$ cat config.mk
export PLATFORM = sky130hd
export DESIGN_NAME = stall_counter_uart_tx_flat
export DESIGN_NICKNAME = d
export VERILOG_FILES = /design/src/rtl/profiler_pkg.sv /design/src/rtl/stall_counter_uart_tx_if.sv /design/src/rtl/uart_tx_byte.sv /design/src/rtl/stall_counter_uart_tx.sv /design/src/flat_wrapper.sv
export SDC_FILE = /design/constraint.sdc
export NUM_CORES = 1
export LEC_CHECK = 0
export ABC_AREA = 1
export ABC_CLOCK_PERIOD_IN_PS = 6500
export CORE_UTILIZATION = 35
export DETAILED_ROUTE_END_ITERATION = 6
export SYNTH_ARGS = -nofsm -noshare
export SYNTH_HDL_FRONTEND = slang
export SYNTH_HIERARCHICAL = 1
export SYNTH_SLANG_ARGS = --single-unit
$ cat constraint.sdc
create_clock -name clk -period 6.5 [get_ports clk]
set_input_delay 1.3 -clock clk [delete_from_list [all_inputs] [get_ports clk]]
set_output_delay 1.3 -clock clk [all_outputs]
set_load 0.02 [all_outputs]
$ cat src/rtl/profiler_pkg.sv
// -----------------------------------------------------------------------------
// profiler_pkg
// Shared constants and types for the stall-counter UART readout.
//   NUM_COUNTERS / COUNTER_W : shape of the counter bank coming from stall_unit
//   SYNC_BYTE                : first byte of every frame
//   PAYLOAD_BYTES            : counter bytes per frame (36)
//   LAST_PAYLOAD_IDX         : byte-index value of the final payload byte
//   tx_state_t               : readout FSM states (also exported for debug)
// -----------------------------------------------------------------------------
package profiler_pkg;

    localparam int NUM_COUNTERS  = 9;
    localparam int COUNTER_W     = 32;
    localparam logic [7:0] SYNC_BYTE = 8'hA5;
    localparam int PAYLOAD_BYTES = NUM_COUNTERS * COUNTER_W / 8;
    localparam logic [5:0] LAST_PAYLOAD_IDX = 6'(PAYLOAD_BYTES - 1);

    typedef enum logic [2:0] {
        IDLE,
        SYNC,
        PAYLOAD,
        CHECKSUM,
        FINISH
    } tx_state_t;

endpackage

$ cat src/rtl/stall_counter_uart_tx_if.sv
// -----------------------------------------------------------------------------
// stall_counter_uart_tx_if
// Bundles the request/counter inputs and the serial/status outputs of the
// stall-counter UART readout.
//   start       : request one frame (only honoured while the FSM is IDLE)
//   counters    : live counter bank, [NUM_COUNTERS-1:0][COUNTER_W-1:0]
//   uart_txd    : serial line, idle high
//   busy        : frame in progress
//   done        : one-cycle pulse when a frame has fully left the line
//   frames_sent : completed-frame count, wraps at 16 bits
//   state       : current FSM state, for debug and checkers
// Modports: master = the side issuing requests, slave = the readout block.
// -----------------------------------------------------------------------------
interface stall_counter_uart_tx_if;
    import profiler_pkg::*;

    logic                                       start;
    logic [NUM_COUNTERS-1:0][COUNTER_W-1:0]     counters;
    logic                                       uart_txd;
    logic                                       busy;
    logic                                       done;
    logic [15:0]                                frames_sent;
    tx_state_t                                  state;

    modport master (
        output start, counters,
        input  uart_txd, busy, done, frames_sent, state
    );

    modport slave (
        input  start, counters,
        output uart_txd, busy, done, frames_sent, state
    );

endinterface

$ cat src/rtl/uart_tx_byte.sv
// -----------------------------------------------------------------------------
// uart_tx_byte
// 8N1 serializer for one byte at a time.
// Parameters:
//   CLKS_PER_BIT : clock cycles per serial bit (>= 2)
// Ports:
//   clk, rst  : system clock, synchronous active-high reset
//   i_valid   : i_data holds a byte to send
//   i_data    : byte to send, LSB first
//   o_ready   : serializer can take a byte this cycle
//   o_txd     : serial line (registered), idle high
// Handshake: a byte is taken on the rising edge where i_valid && o_ready.
// o_ready is high while idle and also during the last cycle of a stop bit,
// so a byte offered then starts its start bit right after the stop bit,
// with no idle gap.
// -----------------------------------------------------------------------------
module uart_tx_byte #(
    parameter int CLKS_PER_BIT = 4
) (
    input  logic       clk,
    input  logic       rst,
    input  logic       i_valid,
    input  logic [7:0] i_data,
    output logic       o_ready,
    output logic       o_txd
);

    localparam int CW = (CLKS_PER_BIT > 1) ? $clog2(CLKS_PER_BIT) : 1;
    localparam logic [CW-1:0] LAST_CLK = CW'(CLKS_PER_BIT - 1);
    localparam logic [3:0]    LAST_BIT = 4'd9;

    // Bit 0 of r_shift is the line. It refills with ones so the line
    // rests high once the stop bit has gone out.
    logic [9:0]    r_shift;
    logic [CW-1:0] r_clk_cnt;
    logic [3:0]    r_bit_cnt;
    logic          r_active;

    logic w_bit_end;
    logic w_last;
    logic w_accept;

    assign w_bit_end = (r_clk_cnt == LAST_CLK);
    assign w_last    = r_active && w_bit_end && (r_bit_cnt == LAST_BIT);
    assign o_ready   = !r_active || w_last;
    assign w_accept  = i_valid && o_ready;
    assign o_txd     = r_shift[0];

    always_ff @(posedge clk) begin
        if (rst) begin
            r_shift   <= '1;
            r_clk_cnt <= '0;
            r_bit_cnt <= '0;
            r_active  <= 1'b0;
        end else if (w_accept) begin
            r_shift   <= {1'b1, i_data, 1'b0};
            r_clk_cnt <= '0;
            r_bit_cnt <= '0;
            r_active  <= 1'b1;
        end else if (r_active) begin
            if (w_bit_end) begin
                r_clk_cnt <= '0;
                if (r_bit_cnt == LAST_BIT) begin
                    r_active <= 1'b0;
                end else begin
                    r_shift   <= {1'b1, r_shift[9:1]};
                    r_bit_cnt <= r_bit_cnt + 4'd1;
                end
            end else begin
                r_clk_cnt <= r_clk_cnt + 1'b1;
            end
        end
    end

endmodule

$ cat src/rtl/stall_counter_uart_tx.sv
// -----------------------------------------------------------------------------
// stall_counter_uart_tx
// Snapshots the nine stall/misprediction counters on request and sends them
// as one UART frame: 0xA5, then counter0..counter8 each LSB byte first,
// then (optionally) an 8-bit checksum of the 36 payload bytes.
// Parameters:
//   CLOCK_FREQ : system clock in Hz
//   BAUD_RATE  : serial bit rate; CLOCK_FREQ/BAUD_RATE must be >= 2
// Ports:
//   clk, rst : system clock, synchronous active-high reset
//   bus      : stall_counter_uart_tx_if.slave (start, counters, uart_txd,
//              busy, done, frames_sent, state)
// Build option:
//   PROFILER_TX_CHECKSUM_EN : when defined, append a checksum byte (sum
//   mod 256 of the payload bytes, sync byte excluded).
// -----------------------------------------------------------------------------
module stall_counter_uart_tx
    import profiler_pkg::*;
#(
    parameter int CLOCK_FREQ = 1000000,
    parameter int BAUD_RATE  = 9600
) (
    input  logic                    clk,
    input  logic                    rst,
    stall_counter_uart_tx_if.slave  bus
);

    localparam int CLKS_PER_BIT = CLOCK_FREQ / BAUD_RATE;

    if (CLKS_PER_BIT < 2) begin : g_bad_baud
        $error("stall_counter_uart_tx: CLOCK_FREQ/BAUD_RATE must be at least 2");
    end

    tx_state_t                          r_state;
    logic [NUM_COUNTERS*COUNTER_W-1:0]  r_snap;
    logic [5:0]                         r_idx;
    logic                               r_drain;
    logic                               r_busy;
    logic                               r_done;
    logic [15:0]                        r_frames_sent;
`ifdef PROFILER_TX_CHECKSUM_EN
    logic [7:0]                         r_sum;
`endif

    logic       w_tx_valid;
    logic       w_tx_ready;
    logic       w_accept;
    logic       w_frame_end;
    logic [7:0] w_tx_data;
    logic [7:0] w_payload_byte;
    logic       w_tx_txd;

    // Snapshot is flat with counter0 in the low bits, so byte n of the
    // payload is simply bits [8n+7:8n].
    assign w_payload_byte = r_snap[{r_idx, 3'b000} +: 8];
    assign w_accept       = w_tx_valid && w_tx_ready;
    // r_drain marks "last byte handed over, waiting for its stop bit";
    // the serializer's ready in that state means the stop bit is ending.
    assign w_frame_end    = r_drain && w_tx_ready;

    always_comb begin
        w_tx_valid = 1'b0;
        w_tx_data  = SYNC_BYTE;
        case (r_state)
            SYNC: begin
                w_tx_valid = 1'b1;
            end
            PAYLOAD: begin
                w_tx_valid = !r_drain;
                w_tx_data  = w_payload_byte;
            end
`ifdef PROFILER_TX_CHECKSUM_EN
            CHECKSUM: begin
                w_tx_valid = !r_drain;
                w_tx_data  = r_sum;
            end
`endif
            default: begin
                w_tx_valid = 1'b0;
            end
        endcase
    end

    always_ff @(posedge clk) begin
        if (rst) begin
            r_state       <= IDLE;
            r_snap        <= '0;
            r_idx         <= '0;
            r_drain       <= 1'b0;
            r_busy        <= 1'b0;
            r_done        <= 1'b0;
            r_frames_sent <= '0;
`ifdef PROFILER_TX_CHECKSUM_EN
            r_sum         <= '0;
`endif
        end else begin
            r_done <= 1'b0;
            if (w_frame_end) begin
                r_state       <= FINISH;
                r_drain       <= 1'b0;
                r_busy        <= 1'b0;
                r_done        <= 1'b1;
                r_frames_sent <= r_frames_sent + 16'd1;
            end else begin
                case (r_state)
                    IDLE: begin
                        if (bus.start) begin
                            r_snap  <= bus.counters;
                            r_idx   <= '0;
                            r_drain <= 1'b0;
                            r_busy  <= 1'b1;
`ifdef PROFILER_TX_CHECKSUM_EN
                            r_sum   <= '0;
`endif
                            r_state <= SYNC;
                        end
                    end
                    SYNC: begin
                        if (w_accept) begin
                            r_state <= PAYLOAD;
                        end
                    end
                    PAYLOAD: begin
                        if (w_accept) begin
`ifdef PROFILER_TX_CHECKSUM_EN
                            r_sum <= r_sum + w_payload_byte;
`endif
                            if (r_idx == LAST_PAYLOAD_IDX) begin
`ifdef PROFILER_TX_CHECKSUM_EN
                                r_state <= CHECKSUM;
`else
                                r_drain <= 1'b1;
`endif
                            end else begin
                                r_idx <= r_idx + 6'd1;
                            end
                        end
                    end
`ifdef PROFILER_TX_CHECKSUM_EN
                    CHECKSUM: begin
                        if (w_accept) begin
                            r_drain <= 1'b1;
                        end
                    end
`endif
                    FINISH: begin
                        r_state <= IDLE;
                    end
                    default: begin
                        r_state <= IDLE;
                    end
                endcase
            end
        end
    end

    uart_tx_byte #(
        .CLKS_PER_BIT (CLKS_PER_BIT)
    ) u_tx (
        .clk     (clk),
        .rst     (rst),
        .i_valid (w_tx_valid),
        .i_data  (w_tx_data),
        .o_ready (w_tx_ready),
        .o_txd   (w_tx_txd)
    );

    assign bus.uart_txd    = w_tx_txd;
    assign bus.busy        = r_busy;
    assign bus.done        = r_done;
    assign bus.frames_sent = r_frames_sent;
    assign bus.state       = r_state;

endmodule
$ cat src/flat_wrapper.sv
// flat-port wrapper written by rule: the top's interface ports become plain ports
module stall_counter_uart_tx_flat import profiler_pkg::*;
#(
    parameter int CLOCK_FREQ = 1000000,
    parameter int BAUD_RATE  = 9600
)
  (clk, rst, bus_start, bus_counters, bus_uart_txd, bus_busy, bus_done, bus_frames_sent, bus_state);
  stall_counter_uart_tx_if bus_i ();
  input  logic clk;
  input  logic rst;
  input wire logic [$bits(bus_i.start)-1:0] bus_start;
  input wire logic [$bits(bus_i.counters)-1:0] bus_counters;
  output wire logic [$bits(bus_i.uart_txd)-1:0] bus_uart_txd;
  output wire logic [$bits(bus_i.busy)-1:0] bus_busy;
  output wire logic [$bits(bus_i.done)-1:0] bus_done;
  output wire logic [$bits(bus_i.frames_sent)-1:0] bus_frames_sent;
  output wire logic [$bits(bus_i.state)-1:0] bus_state;
  assign bus_i.start = bus_start;
  assign bus_i.counters = bus_counters;
  assign bus_uart_txd = bus_i.uart_txd;
  assign bus_busy = bus_i.busy;
  assign bus_done = bus_i.done;
  assign bus_frames_sent = bus_i.frames_sent;
  assign bus_state = bus_i.state;
  stall_counter_uart_tx #(.CLOCK_FREQ(CLOCK_FREQ), .BAUD_RATE(BAUD_RATE)) u_core (.clk(clk), .rst(rst), .bus(bus_i));
endmodule
# Yosys cells after proc, flatten, opt, wreduce, memory -nomap -nowiden
# Cells that the tools add are included.
dict set report totals {
  regBits 337
  inputBits 291
  out_inout_bits 22
  wordCells 79
}
dict set report op_classes {
  add_sub_neg 4
  n_eq_ne 14
  n_shift 1
  muxes 24
  n_bitwise 3
  reduce_logical 21
}
# operator n
set op_table {}
lappend op_table {{$shiftx 288x10->8} 1}
lappend op_table {{$mux 9} 4}
lappend op_table {{$mux 6} 3}
lappend op_table {{$add 16x1->16 const B} 1}
lappend op_table {{$reduce_and 3->1} 5}
lappend op_table {{$pmux 6 s2} 1}
lappend op_table {{$ne 2x2->1 const B} 5}
lappend op_table {{$mux 3} 3}
lappend op_table {{$pmux 3 s3} 1}
lappend op_table {{$mux 1} 8}
lappend op_table {{$mux 8} 1}
lappend op_table {{$add 7x1->7 const B} 1}
lappend op_table {{$eq 7x7->1 const B} 1}
lappend op_table {{$mux 7} 1}
lappend op_table {{$add 6x1->6 const B} 1}
lappend op_table {{$eq 6x6->1 const B} 1}
lappend op_table {{$ne 3x2->1 const B} 2}
lappend op_table {{$reduce_bool 2->1} 3}
lappend op_table {{$reduce_and 5->1} 1}
lappend op_table {{$add 4x1->4 const B} 1}
lappend op_table {{$eq 4x4->1 const B} 1}
lappend op_table {{$logic_and 1x1->1} 4}
lappend op_table {{$ne 2x1->1 const B} 2}
lappend op_table {{$pmux 1 s2} 2}
lappend op_table {{other kinds (9)} 13}

# Longest topological paths before layout
# Gate-level depths: netlist of the first run.
dict set report logic_depth {
  word_depth 8
  mapped_depth 17
  mapped_depth_nobuf 16
}

# By module
# Netlist of the first run, hierarchy kept.
# module instances cells_per_inst area_per_inst_um2 seq_area_each_um2
set by_module_without_submodules {}
lappend by_module_without_submodules {stall_counter_uart_tx 1 2097 14365.0 6326.1}
lappend by_module_without_submodules {uart_tx_byte 1 159 1156.1 420.4}

# Least setup slack after synthesis of the first run
# OpenSTA, ideal clock, no wires.
dict set report synth_timing {
  path_kind {register to register}
  startpoint {reg u_core.u_tx.r_clk_cnt[0]}
  endpoint {reg u_core.r_frames_sent[15] (netlist: u_core/bus.frames_sent[15])}
  setup_ns 0.129
  arrival_time_ns 2.255
  required_ns 6.371
  path_slack_ns 4.116
  stages_incl_launch_ff 18
  path_buffers 1
  period_less_slack_ns 2.384
  path_cell_list {dfxtp_1 > ha_1 > nand2_2 > inv_2 > nand3_2 > nand2_2 > buf_8 > inv_2 > nor2_1 > nand2_4 > nor2_4 > nand4_1 > nor2_1 > inv_1 > nor2_2 > nand3_1 > nand2_1 > nor2_1}
}
dict set report synth_between {
  elab_chain_len 5
}
# item line
set synth_rtl {}
lappend synth_rtl {{from (decl)} uart_tx_byte.sv:35} ;# logic [CW-1:0] r_clk_cnt;
lappend synth_rtl {{from (signal assigned)} uart_tx_byte.sv:70} ;# r_clk_cnt <= r_clk_cnt + 1'b1;
lappend synth_rtl {{$eq 7x7->1} uart_tx_byte.sv:43} ;# assign w_bit_end = (r_clk_cnt == LAST_CLK);
lappend synth_rtl {{$logic_and 1x1->1 (2 in series)} uart_tx_byte.sv:44} ;# assign w_last = r_active && w_bit_end && (r_bit_cnt == LAST_BIT);
lappend synth_rtl {{$logic_or 1x1->1} uart_tx_byte.sv:45} ;# assign o_ready = !r_active || w_last;
lappend synth_rtl {{via u_core.w_tx_ready} stall_counter_uart_tx.sv:46} ;# logic w_tx_ready;
lappend synth_rtl {{$logic_and 1x1->1} stall_counter_uart_tx.sv:59} ;# assign w_frame_end = r_drain && w_tx_ready;
lappend synth_rtl {{to (signal assigned)} stall_counter_uart_tx.sv:103} ;# r_frames_sent <= r_frames_sent + 16'd1;
lappend synth_rtl {{to (decl)} stall_counter_uart_tx.sv:40} ;# logic [15:0] r_frames_sent;
# The timed path passes the listed nets, and every way through them passes these cells.
# A chain may end at the register's enable or synchronous reset.

# Worst setup path after layout of the first run
dict set report layout_timing {
  startpoint {reg u_core.u_tx.r_clk_cnt[0]}
  endpoint {reg u_core.r_snap[75]}
}
dict set report layout_between {
  elab_chain_len 7
}
# item line
set layout_rtl {}
lappend layout_rtl {{$eq 7x7->1} uart_tx_byte.sv:43}
lappend layout_rtl {{$logic_and 1x1->1 (2 in series)} uart_tx_byte.sv:44}
lappend layout_rtl {{$logic_or 1x1->1} uart_tx_byte.sv:45}
lappend layout_rtl {{via u_core.w_tx_ready} stall_counter_uart_tx.sv:46}
lappend layout_rtl {{$logic_and 1x1->1} stall_counter_uart_tx.sv:59}
lappend layout_rtl {{$not 1->1 (no line)} -}
lappend layout_rtl {{$reduce_and 3->1 (no line)} -}
lappend layout_rtl {{to (signal assigned)} stall_counter_uart_tx.sv:108} ;# r_snap <= bus.counters;
lappend layout_rtl {{to (decl)} stall_counter_uart_tx.sv:35} ;# logic [NUM_COUNTERS*COUNTER_W-1:0] r_snap;
# The timed path passes the listed nets, and every way through them passes these cells.

==> impl_metrics.json, run 1 <==
{
  "synth_nets": 2552,
  "finalSetupViolCount": 0,
  "global_route.overflow_total": 0,
  "cts_root_buf": "clkbuf_16",
  "cp.buffers_inverters": 5,
  "grt_max_degree": 234,
  "gp_routability_congestion": 0.824,
  "cts_setup_buffers": 0,
  "count_of_instances_resized_after_the_clock_tree_is_built": 0,
  "max_slew_margin": 0.213,
  "tightest_slew_ns": 1.18,
  "critPathMaxStageDelay_ns": 0.56,
  "worst_hold_path_type": "flop to flop",
  "kind_of_start_point_of_the_critical_path": "flop",
  "finalSetupTns_ns": 0,
  "worst_ir_drop_vdd_mv": 0.476,
  "status": "complete, no violations",
  "clock_sink_count": 337,
  "rsz0062_at_grt": "false",
  "p_total_w": 0.00878,
  "die-width_um": 213,
  "final_critical_path_setup_slack_ns": 2.57,
  "path_max_fanout": 233,
  "max_clock_freq_mhz": 254,
  "criticalPathCategory": "flop to flop",
  "r2r_setup_slack_ns": 2.57,
  "drt-vias-per-instance": 4.98,
  "detailedRoute.firstIterationViolations": 1225,
  "post_synth.cell_area_avg_um2": 6.88,
  "skew_ns": 0.0238,
  "crit_path_frequent_cell": "inv_2",
  "yosys_register_bits": 337,
  "yosys.cell_types.count": 42,
  "ctsHtreeMaxLevel": 2,
  "design.core.area_um2": 43400,
  "min_period_ns": 3.93,
  "ios": 313,
  "cp_data_required_time_ns": 6.95,
  "tritoncts": "built",
  "buffer_ports.inserted": 312,
  "dp_worst_setup_slack_ns": 2.39,
  "routed-via-count": 15400,
  "clkLatencyLatePin_ns": 0.56,
  "leading_register_cell_type_out_of_synthesis": "dfxtp_1",
  "placement_rows": 76,
  "layout.nets": 2764,
  "critical_path_arrival_ns": 4.39,
  "layout.cells.most_common_list": "nor2_1 (575), o21ai_0 (360), dfxtp_1 (335)",
  "dpl.hpwl_um": 34000,
  "cts_inserted_buffers": 40,
  "grt_pass1_wl_um": 80400,
  "detail_route.first_pass.iterations": 5,
  "ys_seq_area_frac": 0.435,
  "die_area_um2": 45200,
  "critPathTopFamily": "buffers and inverters",
  "async_set_reset_flop_share_out_of_synthesis": 0,
  "grt_usage": 0.228,
  "number_of_global_route_vias_before_repair": 14400,
  "commonest_non_fill_non_tap_cell_in_the_layout": "nor2_1",
  "report.final.hold_viol_count": 0,
  "number_of_antenna_violations_at_the_first_check_in_global_routing": 5,
  "leakagePower_nw": 8.25,
  "r2r_start": "u_core/u_tx/r_clk_cnt[0]",
  "endpoint_kind": "flop",
  "wire_per_inst_um": 16.9,
  "die_h_um": 213,
  "synth.yosys.warnings": 6,
  "area.growth.synth_to_final_pct": 28.0,
  "power_density_nw_per_um2": 442,
  "timing.critical_path.cells": "ha_1 > nand2_2 > inv_2 > nand3_2 > nand2_2 > inv_2 > nor2_1 > nand2_4 > inv_2 > nor2_4 > clkinv_8 > buf_12 > o21ai_0 > a21oi_1",
  "cpMaxStageDelayCell": "buf_12",
  "final_max_slew_viol_count": 0,
  "synthCells": 2256,
  "nFillCells": 4544,
  "finalCritPeriodShare": 0.605,
  "worst_setup_hold_path_clk_slew_ns": 0.06,
  "hold_start": "u_core/r_snap[252]",
  "post_synth_edffs": 0,
  "final_layout_size_suffix_gt1_frac": 0.0480,
  "route.detailed.drc": 0,
  "drtAntennaViolNets": 0,
  "hold_fix_buffers_cts": 0,
  "max_cap_viol": 0,
  "cts-root-to-sink-buffers": 3,
  "initial_core_util": 0.358,
  "postRouteWirelength_um": 52000,
  "syn-cell-area_um2": 15500,
  "crit_path_start": "u_core/u_tx/r_clk_cnt[0]"
}
state kept, by name, indices dropped and copies added (netlist names):
signal,flops
u_core/r_snap,288
u_core/bus.frames_sent,16
u_core/u_tx/r_shift,9
u_core/u_tx/r_clk_cnt,7
u_core/r_idx,6
u_core/u_tx/r_bit_cnt,4
u_core/bus.state,3
u_core/bus.busy,1
u_core/bus.done,1
u_core/r_drain,1
u_core/u_tx/r_active,1
cells in the mapped netlist (7+ instances only):
master	number	share of area
dfxtp_1	337	0.43
nand3_1	80	0.026
buf_2	42	0.014
nor2_1	575	0.14
a21oi_1	158	0.051
nand4_1	18	0.0073
o21ai_1	43	0.014
nand2_1	291	0.070
inv_1	155	0.037
clkbuf_1	59	0.014
buf_6	39	0.028
inv_2	9	0.0022
buf_4	7	0.0034
o21ai_0	360	0.12
o22ai_1	16	0.0064
cells by family after synthesis:
kind of cell    share of synthesized area
flops                               0.435
simple gates                        0.259
compound gates                      0.193
buf+inv                             0.105
fa+ha+maj                         0.00403
xor+xnor                          0.00339
mux                              0.000645
final timing paths:
| kind | cells past startpoint | endpoint |
|---|---|---|
| max reg2reg | 14 | u_core/r_snap[75] |
| min | 2 | u_core/r_snap[252] |
| min reg2reg | 2 | u_core/r_snap[252] |
| max | 14 | u_core/r_snap[75] |
final cells by class:
cell class                 count  area (µm²)  area share
inverter                     167         661      0.0332
tap                          585         732      0.0368
sequential                   337        6750       0.340
clock buffer                  63        1240      0.0624
clock inverter                 9        85.1     0.00428
timing repair buffer         326        3240       0.163
multi-input combinational   1596        7150       0.360
antenna                        4        10.0    0.000504
routing by layer:
layer / routed length [µm] / vias to the layer above / GRT usage
met4: 1250 / 2 / 0.0739
met1: 24700 / 7152 / 0.317
met2: 22900 / 432 / 0.352
li1: - / 7704 / -
met5: 13 / - / 0
met3: 3120 / 71 / 0.0427
per-stage QoR:
step / hold slack [ns] / cells / utilization / cell area [µm²]
4_1_cts: 0.452 / 3083 / 0.458 / 19900
3_5_place_dp: 0.444 / 3011 / 0.427 / 18500
6_report: 0.451 / 3087 / 0.458 / 19900
3_3_place_gp: 0.438 / 3011 / 0.427 / 18500
2_1_floorplan: 0.429 / 2256 / - / 15500
5_1_grt: 0.462 / 3083 / 0.458 / 19900
power by group:
group / total [W] / leakage [nW] / switching [W] / internal (W)
Combinational: 0.00352 / 4.81 / 0.00242 / 0.00111
Sequential: 0.00301 / 2.79 / 0.000284 / 0.00272
Clock: 0.00225 / 0.657 / 0.000899 / 0.00135
Total: 0.00878 / 8.25 / 0.00360 / 0.00518
worst reg2reg max path, cell delays in order (launching register included):
cell,delay [ns]
dfxtp_1,0.39
ha_1,0.21
nand2_2,0.09
inv_2,0.07
nand3_2,0.06
nand2_2,0.23
inv_2,0.11
nor2_1,0.40
nand2_4,0.17
inv_2,0.16
nor2_4,0.08
clkinv_8,0.35
buf_12,0.70
o21ai_0,0.63
a21oi_1,0.18
(Power assumes the default switching activity.)
==> run 2, diff against run 1 <==
--- a/config.mk
+++ b/config.mk
@@ -6,7 +6,7 @@
 export NUM_CORES = 1
 export LEC_CHECK = 0
 export ABC_AREA = 1
-export ABC_CLOCK_PERIOD_IN_PS = 6500
+export ABC_CLOCK_PERIOD_IN_PS = 3500
 export CORE_UTILIZATION = 35
 export DETAILED_ROUTE_END_ITERATION = 6
 export SYNTH_ARGS = -nofsm -noshare
==> constraint.sdc (replaced) <==
create_clock -name clk -period 3.5 [get_ports clk]
set_input_delay 0.7 -clock clk [delete_from_list [all_inputs] [get_ports clk]]
set_output_delay 0.7 -clock clk [all_outputs]
set_load 0.02 [all_outputs]
==> impl_metrics.json, run 2 (synthesis results as in run 1) <==
{
  "status": "complete, no violations",
  "endpoint_kind": "flop",
  "clock_sink_count": 337,
  "post_layout_nonfiller_instances": 3094,
  "nFillCells": 4506,
  "skew_ns": 0.0245,
  "grt_max_degree": 200,
  "commonest_non_fill_non_tap_cell_in_the_layout": "nor2_1",
  "global_route.overflow_total": 0,
  "post-place-cells": 3026,
  "drt-vias-per-instance": 4.99,
  "worst-path-stages": 14,
  "tritoncts": "built",
  "rsz0062_at_grt": "false",
  "gp_routability_congestion": 0.839,
  "critical_path_arrival_ns": 3.49,
  "max_cap_viol": 0,
  "ctsHtreeMaxLevel": 2,
  "largest_register_ff_count": 288,
  "finalInstanceArea_um2": 20000,
  "number_of_antenna_violations_at_the_first_check_in_global_routing": 9,
  "initial_core_util": 0.358,
  "die_area_um2": 45200,
  "leakagePower_nw": 8.32,
  "ios": 313,
  "detailedRoute.firstIterationViolations": 1263,
  "die_h_um": 213,
  "final_layout_size_suffix_gt1_frac": 0.0499,
  "area.growth.synth_to_final_pct": 29.1,
  "timing.critical_path.cells": "ha_1 > nand2_2 > inv_2 > nand3_2 > nand2_2 > inv_2 > nor2_1 > nand2_4 > inv_2 > nor2_4 > clkinv_8 > buf_12 > o21ai_0 > a21oi_1",
  "postRouteWirelength_um": 52400,
  "largest_register": "u_core/r_snap",
  "cp_data_required_time_ns": 3.96,
  "grt_usage": 0.230,
  "crit_path_frequent_cell": "inv_2",
  "detail_route.first_pass.iterations": 5,
  "wirelength_met1_um": 24500,
  "fin_util": 0.462,
  "worst_setup_hold_path_clk_slew_ns": 0.06,
  "worst_hold_path_type": "flop to flop",
  "buffer_ports.inserted": 312,
  "die-width_um": 213,
  "placement_rows": 76,
  "power_density_nw_per_um2": 816,
  "report.final.hold_viol_count": 0,
  "max_slew_margin": 0.384,
  "path_max_fanout": 119,
  "wire_per_inst_um": 16.9,
  "min_period_ns": 3.03,
  "kind_of_start_point_of_the_critical_path": "flop",
  "tightest_slew_ns": 0.924,
  "worst_r2r_path_depth": 14,
  "cpMaxStageDelayCell": "nor2_1",
  "criticalPathCategory": "flop to flop",
  "layout.cells.most_common_list": "nor2_1 (575), o21ai_0 (360), dfxtp_1 (335)",
  "cts_inserted_buffers": 39,
  "grt_pass1_wl_um": 80800,
  "drtAntennaViolNets": 0,
  "design.core.area_um2": 43400,
  "layout.nets": 2778,
  "finalSetupViolCount": 0,
  "post_dp_cell_area_um2": 18800,
  "number_of_global_route_vias_before_repair": 14500,
  "final.hold.worst_slack_ns": 0.452,
  "hold_fix_buffers_cts": 0,
  "dpl.hpwl_um": 34900,
  "route.met2.wl_um": 23000,
  "routed-via-count": 15400,
  "hold_path_depth": 2,
  "critPathMaxStageDelay_ns": 0.41,
  "worst_ir_drop_vdd_mv": 0.558,
  "maxUsedRoutingLayer": "met5",
  "route.detailed.drc": 0,
  "final_max_slew_viol_count": 0,
  "finalCritPeriodShare": 0.865,
  "cts-root-to-sink-buffers": 3,
  "max_clock_freq_mhz": 330,
  "clkLatencyLatePin_ns": 0.55,
  "count_of_instances_resized_after_the_clock_tree_is_built": 0,
  "met3RoutedLength_um": 3250,
  "cts_setup_buffers": 0,
  "finalSetupTns_ns": 0,
  "critPathTopFamily": "simple AND/OR/NAND/NOR gates",
  "cts_root_buf": "clkbuf_16",
  "cp.buffers_inverters": 5
}
-- run 2: cell count changes in the layout (fill, tap and decap cells not counted), sizes merged --
cell,change
buf,+15
bufinv,+1
clkbuf,-4
clkinv,-5
diode,-1
inv,+1
-- run 2: final timing paths --
path	from	end	slack, ns
worst max-delay path	u_core/u_tx/r_clk_cnt[0]	u_core/r_snap[75]	0.47
worst min-delay path	u_core/r_snap[230]	u_core/r_snap[230]	0.45
worst max register to register	u_core/u_tx/r_clk_cnt[0]	u_core/r_snap[75]	0.47
worst min register to register	u_core/r_snap[230]	u_core/r_snap[230]	0.45
-- run 2: report_power, final --
part	internal, W	switching, W
sequential	0.00506	0.000596
clock	0.00234	0.00161
combinational	0.00226	0.00449
total	0.00966	0.00670
-- run 2: area by class of cell --
class,instances,area (µm²),area share
diodes,3,7.51,0.000375
clock buffers,59,1120,0.0560
clock inverters,6,83.8,0.00418
inverters,167,661,0.0330
multi-input cells,1596,7150,0.357
flip-flops and latches,337,6750,0.337
well taps,585,732,0.0365
repair buffers,341,3530,0.176
-- run 2: per-layer routing --
layer	GRT usage	vias to the layer above
li1	-	7719
met1	0.322	7158
met2	0.353	466
met3	0.0390	86
met4	0.0826	4
met5	0	-
-- run 2: worst register-to-register path, cell delays in order (launching register included) --
cell,delay [ns]
dfxtp_1,0.40
ha_1,0.22
nand2_2,0.09
inv_2,0.07
nand3_2,0.06
nand2_2,0.22
inv_2,0.09
nor2_1,0.41
nand2_4,0.16
inv_2,0.13
nor2_4,0.07
clkinv_8,0.36
buf_12,0.40
o21ai_0,0.14
a21oi_1,0.14
-- run 2: through the flow --
| stage | worst slack [ns] | power (W) |
|---|---|---|
| finish | 0.474 | 0.0164 |
| global route | 0.212 | 0.0176 |
| CTS | 0.565 | 0.0165 |
| detailed placement | 0.576 | 0.0125 |
| global placement | 0.743 | 0.0124 |
| floorplan | 1.12 | 0.0105 |
==> run 3, diff against run 2 <==
--- a/config.mk
+++ b/config.mk
@@ -5,7 +5,6 @@
 export SDC_FILE = /design/constraint.sdc
 export NUM_CORES = 1
 export LEC_CHECK = 0
-export ABC_AREA = 1
 export ABC_CLOCK_PERIOD_IN_PS = 3500
 export CORE_UTILIZATION = 35
 export DETAILED_ROUTE_END_ITERATION = 6
==> impl_metrics.json, run 3 <==
{
  "yosys.cell_types.count": 74,
  "worst_ir_drop_vdd_mv": 0.287,
  "timing.critical_path.cells": "ha_1 > nand3_1 > o21ai_2 > nor2b_1 > nand2_1 > nand2_4 > buf_4 > nand2_1 > a21oi_1",
  "async_set_reset_flop_share_out_of_synthesis": 0,
  "post_synth.cell_area_avg_um2": 8.58,
  "finalSetupViolCount": 0,
  "number_of_antenna_violations_at_the_first_check_in_global_routing": 3,
  "worst_setup_hold_path_clk_slew_ns": 0.06,
  "worst_hold_path_type": "flop to flop",
  "criticalPathCategory": "flop to flop",
  "post_layout_nonfiller_instances": 2521,
  "global_route.overflow_total": 0,
  "nFillCells": 3959,
  "synthCells": 1718,
  "cts_setup_buffers": 0,
  "combPwrFrac": 0.167,
  "synth_nets": 2014,
  "crit_path_frequent_cell": "nand2_1",
  "placement_rows": 74,
  "share_clk_of_total_power": 0.395,
  "number_of_global_route_vias_before_repair": 12900,
  "skew_ns": 0.0191,
  "power_switching_share": 0.272,
  "grt_pass1_wl_um": 73100,
  "count_of_instances_resized_after_the_clock_tree_is_built": 0,
  "cpMaxStageDelayCell": "buf_4",
  "design.core.area_um2": 41200,
  "final_layout_size_suffix_gt1_frac": 0.0806,
  "finalSetupTns_ns": 0,
  "yosys_register_bits": 337,
  "die-width_um": 207,
  "post-place-cells": 2450,
  "leakagePower_nw": 6.89,
  "finalCritPeriodShare": 0.848,
  "buffer_ports.inserted": 312,
  "ys_seq_area_frac": 0.458,
  "area.growth.synth_to_final_pct": 31.3,
  "dp_worst_setup_slack_ns": 0.519,
  "largest_register": "u_core/r_snap",
  "ctsHtreeMaxLevel": 2,
  "route.detailed.drc": 0,
  "max_clock_freq_mhz": 337,
  "post_synth_edffs": 0,
  "max_slew_margin": 0.522,
  "relative_contribution_of_sequential_cells_to_total_power": 0.438,
  "synth.yosys.warnings": 6,
  "post_synth_main_area_contributors": "dfxtp_1 (46%), nand2_1 (15%), a21oi_1 (10%), mux4_2 (6.3%), mux2i_1 (3.1%)",
  "die_area_um2": 42900,
  "hold_fix_buffers_cts": 0,
  "tightest_slew_ns": 0.717,
  "layout.nets": 2255,
  "wire_per_inst_um": 18.5,
  "cts-root-to-sink-buffers": 3,
  "path_max_fanout": 60,
  "grt_usage": 0.215,
  "status": "complete, no violations",
  "dpl.hpwl_um": 32600,
  "min_period_ns": 2.97,
  "detail_route.first_pass.iterations": 5,
  "grt_max_degree": 115,
  "p_sw_w": 0.00273,
  "die_h_um": 207,
  "clock_sink_count": 337,
  "rsz0062_at_grt": "false",
  "postRouteWirelength_um": 46500,
  "tritoncts": "built",
  "critPathTopFamily": "simple AND/OR/NAND/NOR gates",
  "seqCellArea_um2": 6760,
  "layout.cells.most_common_list": "nand2_1 (598), dfxtp_1 (333), clkdlybuf4s50_1 (311)",
  "synth_most_common_cell": "nand2_1",
  "cts_inserted_buffers": 39,
  "final_max_slew_viol_count": 0,
  "clkLatencyLatePin_ns": 0.54,
  "synthDominantAreaCellType": "dfxtp_1",
  "ios": 313,
  "r2r_setup_slack_ns": 0.53,
  "largest_register_ff_count": 288,
  "syn-cell-area_um2": 14700,
  "cts_root_buf": "clkbuf_16",
  "initial_core_util": 0.358,
  "final.hold.worst_slack_ns": 0.452,
  "synth_top_cells_by_count": "nand2_1 (599), dfxtp_1 (337), a21oi_1 (306)",
  "multiInputGateArea_um2": 7210,
  "kind_of_start_point_of_the_critical_path": "flop",
  "routed-via-count": 13000,
  "drt-vias-per-instance": 5.15,
  "max_cap_viol": 0,
  "drtAntennaViolNets": 0,
  "detailedRoute.firstIterationViolations": 816,
  "final_critical_path_setup_slack_ns": 0.532,
  "cp_data_required_time_ns": 3.96,
  "power_density_nw_per_um2": 519,
  "synth_largest_type_area_fraction": 0.458,
  "cell_internal_pwr_w": 0.00732,
  "leading_register_cell_type_out_of_synthesis": "dfxtp_1",
  "endpoint_kind": "flop",
  "gp_routability_congestion": 0.843,
  "critPathMaxStageDelay_ns": 0.52,
  "critical_path_arrival_ns": 3.43,
  "report.final.hold_viol_count": 0,
  "commonest_non_fill_non_tap_cell_in_the_layout": "nand2_1",
  "cp.buffers_inverters": 1
}
-- run 3: worst register-to-register path, stage by stage, from the launching register on --
cell and delay (ns):
dfxtp_1 0.35, ha_1 0.22, nand3_1 0.19, o21ai_2 0.26
nor2b_1 0.49, nand2_1 0.33, nand2_4 0.19, buf_4 0.52
nand2_1 0.17, a21oi_1 0.17
-- run 3: per-layer routing --
| layer | vias to the layer above | GRT usage | wire length (µm) |
|---|---|---|---|
| li1 | 6358 | - | - |
| met1 | 6242 | 0.284 | 20900 |
| met2 | 327 | 0.359 | 22400 |
| met3 | 61 | 0.0336 | 2130 |
| met4 | 0 | 0.0710 | 1050 |
| met5 | - | 0 | 0 |
-- run 3: power groups by stage --
stage	Sequential, W	Clock [W]	Combinational, W
2_1_floorplan	0.00441	0	0.00104
3_3_place_gp	0.00446	0	0.00167
3_5_place_dp	0.00448	0	0.00170
4_1_cts	0.00440	0.00407	0.00170
5_1_grt	0.00444	0.00424	0.00186
6_report	0.00440	0.00397	0.00168
-- run 3: kinds of logic (layout without fill, tap and decap cells) --
logic type               after synthesis  after routing  synth area share
AND/OR/NAND/NOR                      719            719             0.202
AO/OA/AOI/OAI                        383            383             0.145
flip-flops                           337            337             0.458
buffers and inverters                148            416            0.0541
multiplexers                         113            113             0.129
XOR/XNOR                              13             13           0.00773
adder cells (fa/ha/maj)                5              5           0.00424
other                                  0              3                 0
-- run 3: final cells by class --
class | instances | share of cell area
inverter | 12 | 0.00233
timing repair buffer | 336 | 0.177
sequential | 337 | 0.349
clock buffer | 59 | 0.0601
antenna | 3 | 0.000388
tap | 532 | 0.0344
multi-input combinational | 1233 | 0.372
clock inverter | 9 | 0.00420
-- run 3: worst paths after layout --
path                                  from                 end  depth (start not counted)
setup / recovery  u_core/u_tx/r_clk_cnt[0]  u_core/r_snap[258]                          9
hold / removal           u_core/r_snap[40]   u_core/r_snap[40]                          2
setup reg to reg  u_core/u_tx/r_clk_cnt[0]  u_core/r_snap[258]                          9
hold reg to reg          u_core/r_snap[40]   u_core/r_snap[40]                          2
-- run 3: stage by stage --
| step | power (W) | cell area (µm²) | utilization |
|---|---|---|---|
| after floorplan | 0.00546 | 14700 | - |
| after global placement | 0.00613 | 18100 | 0.439 |
| after detailed placement | 0.00617 | 18100 | 0.439 |
| after CTS | 0.0102 | 19400 | 0.470 |
| after global routing | 0.0105 | 19400 | 0.470 |
| final | 0.0100 | 19400 | 0.470 |
